File: src/rtl/press_relax_controller.sv
// Push-button front end for the press/relax counters: synchronises and debounces the
// raw KEY level, classifies presses as short or long and emits counter control strobes.
module press_relax_controller #(
  parameter bit BUTTON_ACTIVE_LOW = 1'b1,
  parameter int DEBOUNCE_CYCLES   = 500_000,
  parameter int LONG_PRESS_CYCLES = 100_000_000
) (
  input  logic       clk_i,
  input  logic       rst_i,
  input  logic       button_i,
  output logic       press_inc_o,
  output logic       relax_inc_o,
  output logic       clear_o,
  output logic       long_press_o,
  output logic [2:0] state_o
);

  localparam int TW = $clog2(LONG_PRESS_CYCLES + 1);
  localparam logic [TW-1:0] DEB_LAST  = TW'(DEBOUNCE_CYCLES - 1);
  localparam logic [TW-1:0] LONG_LAST = TW'(LONG_PRESS_CYCLES - 1);
  localparam logic [TW-1:0] TIMER_MAX = '1;
  localparam logic          RELEASED  = BUTTON_ACTIVE_LOW;

  typedef enum logic [2:0] {
    IDLE      = 3'd0,
    PRESS_DEB = 3'd1,
    PRESSED   = 3'd2,
    LONG_HELD = 3'd3,
    RELAX_DEB = 3'd4
  } state_e;

  state_e        state;
  logic [TW-1:0] timer;
  logic [TW-1:0] timer_next;
  logic          long_flag;
  logic [1:0]    sync;
  logic          lvl;

  // Reset to the released level so a reset never looks like a press.
  always_ff @(posedge clk_i or posedge rst_i) begin
    if (rst_i) sync <= {2{RELEASED}};
    else       sync <= {sync[0], button_i};
  end

  assign lvl        = sync[1] ^ RELEASED;
  assign timer_next = (timer == TIMER_MAX) ? timer : timer + TW'(1);
  assign state_o    = state;

  always_ff @(posedge clk_i or posedge rst_i) begin
    if (rst_i) begin
      state        <= IDLE;
      timer        <= '0;
      long_flag    <= 1'b0;
      press_inc_o  <= 1'b0;
      relax_inc_o  <= 1'b0;
      clear_o      <= 1'b0;
      long_press_o <= 1'b0;
    end else begin
      press_inc_o <= 1'b0;
      relax_inc_o <= 1'b0;
      clear_o     <= 1'b0;
      case (state)
        IDLE: begin
          if (lvl) begin
            state <= PRESS_DEB;
            timer <= '0;
          end
        end
        PRESS_DEB: begin
          if (!lvl) begin
            state <= IDLE;
            timer <= '0;
          end else if (timer == DEB_LAST) begin
            state       <= PRESSED;
            timer       <= '0;
            long_flag   <= 1'b0;
            press_inc_o <= 1'b1;
          end else begin
            timer <= timer_next;
          end
        end
        PRESSED: begin
          if (!lvl) begin
            state <= RELAX_DEB;
            timer <= '0;
          end else if (timer == LONG_LAST) begin
            state        <= LONG_HELD;
            timer        <= '0;
            long_flag    <= 1'b1;
            clear_o      <= 1'b1;
            long_press_o <= 1'b1;
          end else begin
            timer <= timer_next;
          end
        end
        LONG_HELD: begin
          if (!lvl) begin
            state <= RELAX_DEB;
            timer <= '0;
          end
        end
        RELAX_DEB: begin
          // A bounce returns to the held state with a fresh long-press window.
          if (lvl) begin
            state <= long_flag ? LONG_HELD : PRESSED;
            timer <= '0;
          end else if (timer == DEB_LAST) begin
            state        <= IDLE;
            timer        <= '0;
            long_flag    <= 1'b0;
            long_press_o <= 1'b0;
            relax_inc_o  <= ~long_flag;
          end else begin
            timer <= timer_next;
          end
        end
        default: begin
          state        <= IDLE;
          timer        <= '0;
          long_flag    <= 1'b0;
          long_press_o <= 1'b0;
        end
      endcase
    end
  end

endmodule

File: config.mk
export PLATFORM = sky130hd
export DESIGN_NAME = press_relax_controller
export DESIGN_NICKNAME = d
export VERILOG_FILES = /design/src/rtl/press_relax_controller.sv
export SDC_FILE = /design/constraint.sdc
export NUM_CORES = 1
export LEC_CHECK = 0
export ABC_AREA = 1
export CAP_MARGIN = 20
export CORE_ASPECT_RATIO = 0.6
export CORE_UTILIZATION = 38
export CTS_BUF_LIST = sky130_fd_sc_hd__clkbuf_8
export DETAILED_ROUTE_END_ITERATION = 16
export GPL_ROUTABILITY_DRIVEN = 0
export PLACE_DENSITY = 0.66
export SLEW_MARGIN = 0
export SYNTH_ARGS = -nofsm -noshare
export SYNTH_HDL_FRONTEND = slang
export SYNTH_SLANG_ARGS = --single-unit
File: constraint.sdc
create_clock -name clk_i -period 2.01 [get_ports clk_i]
set_input_delay 0.402 -clock clk_i [delete_from_list [all_inputs] [get_ports clk_i]]
set_output_delay 0.402 -clock clk_i [all_outputs]
set_load 0.02 [all_outputs]
==> results of run 1 <==
placed cells by master, fill, tap and decap left out, types with 3 or more instances in the layout:
cell             instances
nand2_1                100
nor2_1                  66
inv_1                   48
nand3_1                 35
dfrtp_1                 35
o21ai_0                 17
nor2_2                  15
clkdlybuf4s50_1          9
xor2_1                   7
nand4_1                  7
nor3_1                   7
nand2_2                  6
clkbuf_8                 5
a21oi_1                  4
o21bai_1                 4
nor2_4                   3
inv_2                    3
buf_4                    3
power breakdown:
group	leakage, nW	switching (mW)	internal, mW
Combinational	0.694	0.515	0.285
Sequential	0.505	0.0526	0.793
Clock	0.0681	0.281	0.493
Total	1.27	0.849	1.57
worst max-delay path, delay by kind of cell (launching register included):
| family | cells | cell delay, ps |
|---|---|---|
| AND/OR/NAND/NOR | 5 | 900 |
| AO/OA/AOI/OAI | 1 | 220 |
| buffers and inverters | 1 | 60 |
| adder cells (fa/ha/maj) | 1 | 190 |
| flip-flops | 1 | 380 |
worst max-delay path by stage:
stage | start | endpoint | slack [ps] | cells past startpoint
floorplan | timer[0] | timer[15] | 340 | 11
global placement | timer[20] | timer[18] | 200 | 10
detailed placement | timer[9] | timer[18] | 160 | 10
CTS | timer[1] | timer[11] | 150 | 12
global route | timer[0] | timer[5] | 10 | 12
finish | timer[1] | timer[20] | 150 | 8
routing by layer:
| metal | GRT usage (%) | share of wire [%] |
|---|---|---|
| met1 | 34.11 | 55 |
| met2 | 24.60 | 35 |
| met3 | 6.897 | 9.4 |
| met4 | 2.027 | 0.33 |
| met5 | 0 | 0 |
area by class of cell:
type | instances | area [sq um] | area share [%]
clock inverter | 3 | 65.06 | 2.220
tap | 84 | 105.1 | 3.587
timing repair buffer | 13 | 132.6 | 4.526
multi-input combinational | 289 | 1439 | 49.10
inverter | 51 | 191.4 | 6.533
sequential | 37 | 928.4 | 31.68
clock buffer | 5 | 68.82 | 2.348
registers in the layout, summed over array words and instances, names as in the netlist:
signal and cells:
clear_o 1, long_flag 1, long_press_o 1, press_inc_o 1, relax_inc_o 1, state_o 3
sync 2, timer 27
cell families after synthesis:
kind of cell	Yosys count	share of synthesized area (%)
AOI/OAI and AO/OA	28	6.352
xor gates and xnor gates	7	2.358
adders and majority gates	1	0.4812
buffers and inverters	56	9.384
DFF	37	35.71
and+or+nand+nor	253	45.72
timing repair:
action / in CTS / in global routing
buffers inserted: 0 / 1
setup endpoints to repair: 0 / 16
gates resized for setup: 0 / 2
==> impl_metrics.ini, run 1 <==
[power]
powerDensity_nw_per_um2 = 825.9
p_leak_nw = 1.267
worst_ir_drop_vdd_uv = 419.0
power_mw = 2.420

[setup_path]
cp-start-kind = register
slowest_stage = dfrtp_1
r2r_cells = 8
path_class = register to register
end_kind = register
critical_path_required_ps = 2190
r2r_setup_slack_ps = 150
crit_fanout = 6
crit_chain = ha_1 -> inv_2 -> nor2_4 -> nand2_4 -> nor3_1 -> nand4_1 -> o21ai_0 -> nor2_1
arrival_ps = 2040
r2r-start = timer[1]
reg2reg_to = timer[20]
max_stage_delay_ps = 380

[timing]
slew_viol_final = 0
setup_viol = 0
hold_slack_ps = 358.7
finalHoldViolCount = 0
fin_ws_ps = 149.5
post-route-min-period_ps = 1860
clock.fmax_ghz = 0.5375
post-route-period-util_pct = 92.56
maxSlewHeadroom_pct = 63.90
clock_skew_ps = 5.508
rsz0062_at_grt = false
setup_tns_ps = 0
worstMarginPinSlew_ps = 536.6

[place]
placed_area_sq_um = 2765
dp_cells = 473
hpwl_um = 5302
portBuffers = 9
dp_slack_ps = 156.4

[synthesis]
ys_seq_area_share_pct = 35.71
avgSynthCellArea_sq_um = 6.806
yosysMostFrequentCell = nand2_1
synthArstFlopShare_pct = 100.0
yosys.area.top_type = dfrtp_1
synthTopCellsByCount = nand2_1, nor2_1, inv_1
ys_warn_count = 0
syn_inst = 382
ys.flop_type = dfrtp_1
synth_edf_count = 0
synth-seq-cells = 37
synth_cell_type_count = 32
syn-cell-area_sq_um = 2600
synth_area_leaders = dfrtp_1, nand2_1, nor2_1
synth_fp_nets = 386
netlist.area_leader.share_pct = 33.69

[final_layout]
nFillCells = 614
drive_gt1_share_pct = 12.81
antenna_cells = 0
fin_cells = 482
fin_util_pct = 46.08
layout.nets = 401
area.growth.synth_to_final_pct = 12.70
design_area_sq_um = 2930

[floorplan]
start_util_pct = 40.89
die-height_um = 66.07
die-area_sq_um = 7187
ios = 10
core-area_sq_um = 6359
num_rows = 22
fp.dieW_um = 108.8

[global_routing]
grt_usage_pct = 20.52
grt_pass1_vias = 2152
antenna_found_initial = 0
grt_max_degree = 38
grt_remaining_overflow = 0
grt_pass1_wl_um = 11070

[detailed_routing]
vias = 2463
drt_iter0_markers = 223
ant_nets = 0
drt-total-wl_um = 6625
drc_errors = 0
via_per_inst = 5.110
post_drt_wl_per_cell_um = 13.74
dr.pass1.iters = 5

[clocking]
clockBufferDepth = 2
hold_buffers = 0
htreeDepth = 2
cts-root-buf = clkbuf_8
clk_pin_slew_worst_paths_ps = 80
numCtsBuffers = 5
clock_latency_ps = 290
tritoncts = done
clock-sinks = 37

[hold_path]
worstHoldStart = sync[0]
holdPathEnd = sync[1]
whs_path_depth = 0
hp-class = register to register

[job]
max_cap_violations = 0

[status]
outcome = completed
(Power assumes the default switching activity.)
==> run 2: changes to the inputs <==
- PLACE_DENSITY: 0.66 -> 0.68
- clock period: 2.01 -> 1.6 ns (I/O delays scaled with it)
==> run 2 against run 1 <==
Compared with the run above: the flow now finishes with violations (setup timing); worst hold slack got worse by 0.84 ps; first-iteration DRC count is 21% lower; sequential share of layout area decreased by 5.9 points; non-clock buffer count rose by 71; routed wire length increased by 17%; register-to-register slack lost 280 ps; cell area is 23% higher; final cell count up 15%.
==> impl_metrics.ini, run 2 (synthesis gave the netlist of run 1 again) <==
[place]
portBuffers = 9
hpwl_um = 5860

[setup_path]
r2r_setup_slack_ps = -130
arrival_ps = 1920
r2r_cells = 10
cp-start-kind = register
path_class = register to register
critical_path_required_ps = 1790
reg2reg_to = timer[18]
r2r-start = timer[22]
crit_fanout = 17
end_kind = register

[global_routing]
grt_pass1_wl_um = 12700
grt_pass1_vias = 2522
grt_remaining_overflow = 0
antenna_found_initial = 0
grt_max_degree = 38
grt_usage_pct = 23.79

[clocking]
htreeDepth = 2
clockBufferDepth = 2
clock_latency_ps = 310
clock-sinks = 37
clk_pin_slew_worst_paths_ps = 80
tritoncts = done
hold_buffers = 0
numCtsBuffers = 5
cts-root-buf = clkbuf_8

[detailed_routing]
drt_iter0_markers = 177
vias = 2787
via_per_inst = 5.031
dr.pass1.iters = 5
ant_nets = 0
post_drt_wl_per_cell_um = 13.98
drt-total-wl_um = 7746
drc_errors = 0

[timing]
rsz0062_at_grt = true
maxSlewHeadroom_pct = 81.92
clock_skew_ps = 10.93
slew_viol_final = 0
post-route-min-period_ps = 1729
setup_viol = 29
finalHoldViolCount = 0
clock.fmax_ghz = 0.5784
worstMarginPinSlew_ps = 270.2
setup_tns_ps = -2782
fin_ws_ps = -128.9
post-route-period-util_pct = 108.1

[floorplan]
die-area_sq_um = 7187
fp.dieW_um = 108.8
start_util_pct = 40.89
ios = 10
num_rows = 22
die-height_um = 66.07
core-area_sq_um = 6359

[final_layout]
ff_latch_area_sq_um = 929.6
multi_input_area_sq_um = 1577
antenna_cells = 0
area.growth.synth_to_final_pct = 38.79
layout.nets = 474
final_common_cell = nand2_1
largest_register_ffs = 27
nFillCells = 589
drive_gt1_share_pct = 32.77
layout_common_cells = nand2_1, buf_4, nor2_1
regMostFlops = timer

[power]
net-switching-power_mw = 1.152
pwr-share-seq_pct = 34.1
worst_ir_drop_vdd_uv = 476.7
switching_share_pct = 37.47
powerDensity_nw_per_um2 = 851.6
power_mw = 3.073
p_leak_nw = 1.647
combPwrFrac_pct = 43.9
power_frac_clock_pct = 22.0
power.internal_mw = 1.921

[job]
max_cap_violations = 0

[status]
violations = setup timing
outcome = finished with violations

[hold_path]
hp-class = input port to async pin
[run 2: stage by stage]
step                hold WS (ps)  utilization, %  instances  worst slack, ps  area [sq um]
CTS                        358.1           54.66        551           -77.71          3476
global route               365.3           56.75        554           -236.9          3608
detailed placement         348.1           52.22        540           -114.5          3321
floorplan                  324.5               -        382           -35.73          2603
global placement           346.7           52.22        540           -89.07          3321
finish                     357.9           56.75        554           -128.9          3608
[run 2: power groups by stage]
| stage | Sequential [mW] | Combinational (mW) | Clock, mW |
|---|---|---|---|
| 2_1_floorplan | 1.10 | 0.732 | 0 |
| 3_3_place_gp | 1.06 | 1.23 | 0 |
| 3_5_place_dp | 1.07 | 1.26 | 0 |
| 4_1_cts | 1.05 | 1.30 | 0.696 |
| 5_1_grt | 1.06 | 1.47 | 0.740 |
| 6_report | 1.05 | 1.35 | 0.675 |
[run 2: repair_timing]
item / 4_1_cts / 5_1_grt
hold endpoints to repair: 0 / 0
setup buffers: 2 / 4
setup endpoints to repair: 31 / 31
pin swaps: 5 / 12
gates cloned: 2 / 0
resized for setup: 15 / 35
[run 2: critical path, stage by stage, from the launching register on]
cell,delay (ps)
dfrtp_1,420
nand2_1,140
nor2_2,190
nand3_1,110
nor2_2,130
nand2_1,80
nand2_2,110
nand2_4,80
nor2_8,110
buf_12,170
nor2_1,70
[run 2: worst max-delay path by stage]
stage,start,to,depth (start not counted)
floorplan,timer[1],timer[15],11
global placement,timer[1],timer[21],9
detailed placement,timer[0],timer[22],9
CTS,timer[0],timer[18],11
global route,timer[0],timer[19],11
finish,timer[22],timer[18],10
[run 2: layout make-up]
type | instances | share of cell area [%]
Clock buffer | 6 | 2.288
Inverter | 51 | 5.479
Multi-Input combinational cell | 291 | 43.69
Timing Repair Buffer | 84 | 19.76
Sequential cell | 37 | 25.76
Tap cell | 84 | 2.913
Clock inverter | 1 | 0.1040
[run 2: per-layer routing]
metal / wire (um) / vias to the layer above / track usage (%)
met3: 540 / 7 / 6.404
met5: 0 / - / 0
met2: 3084 / 95 / 32.36
li1: - / 1394 / -
met4: 59 / 0 / 4.730
met1: 4062 / 1291 / 36.64
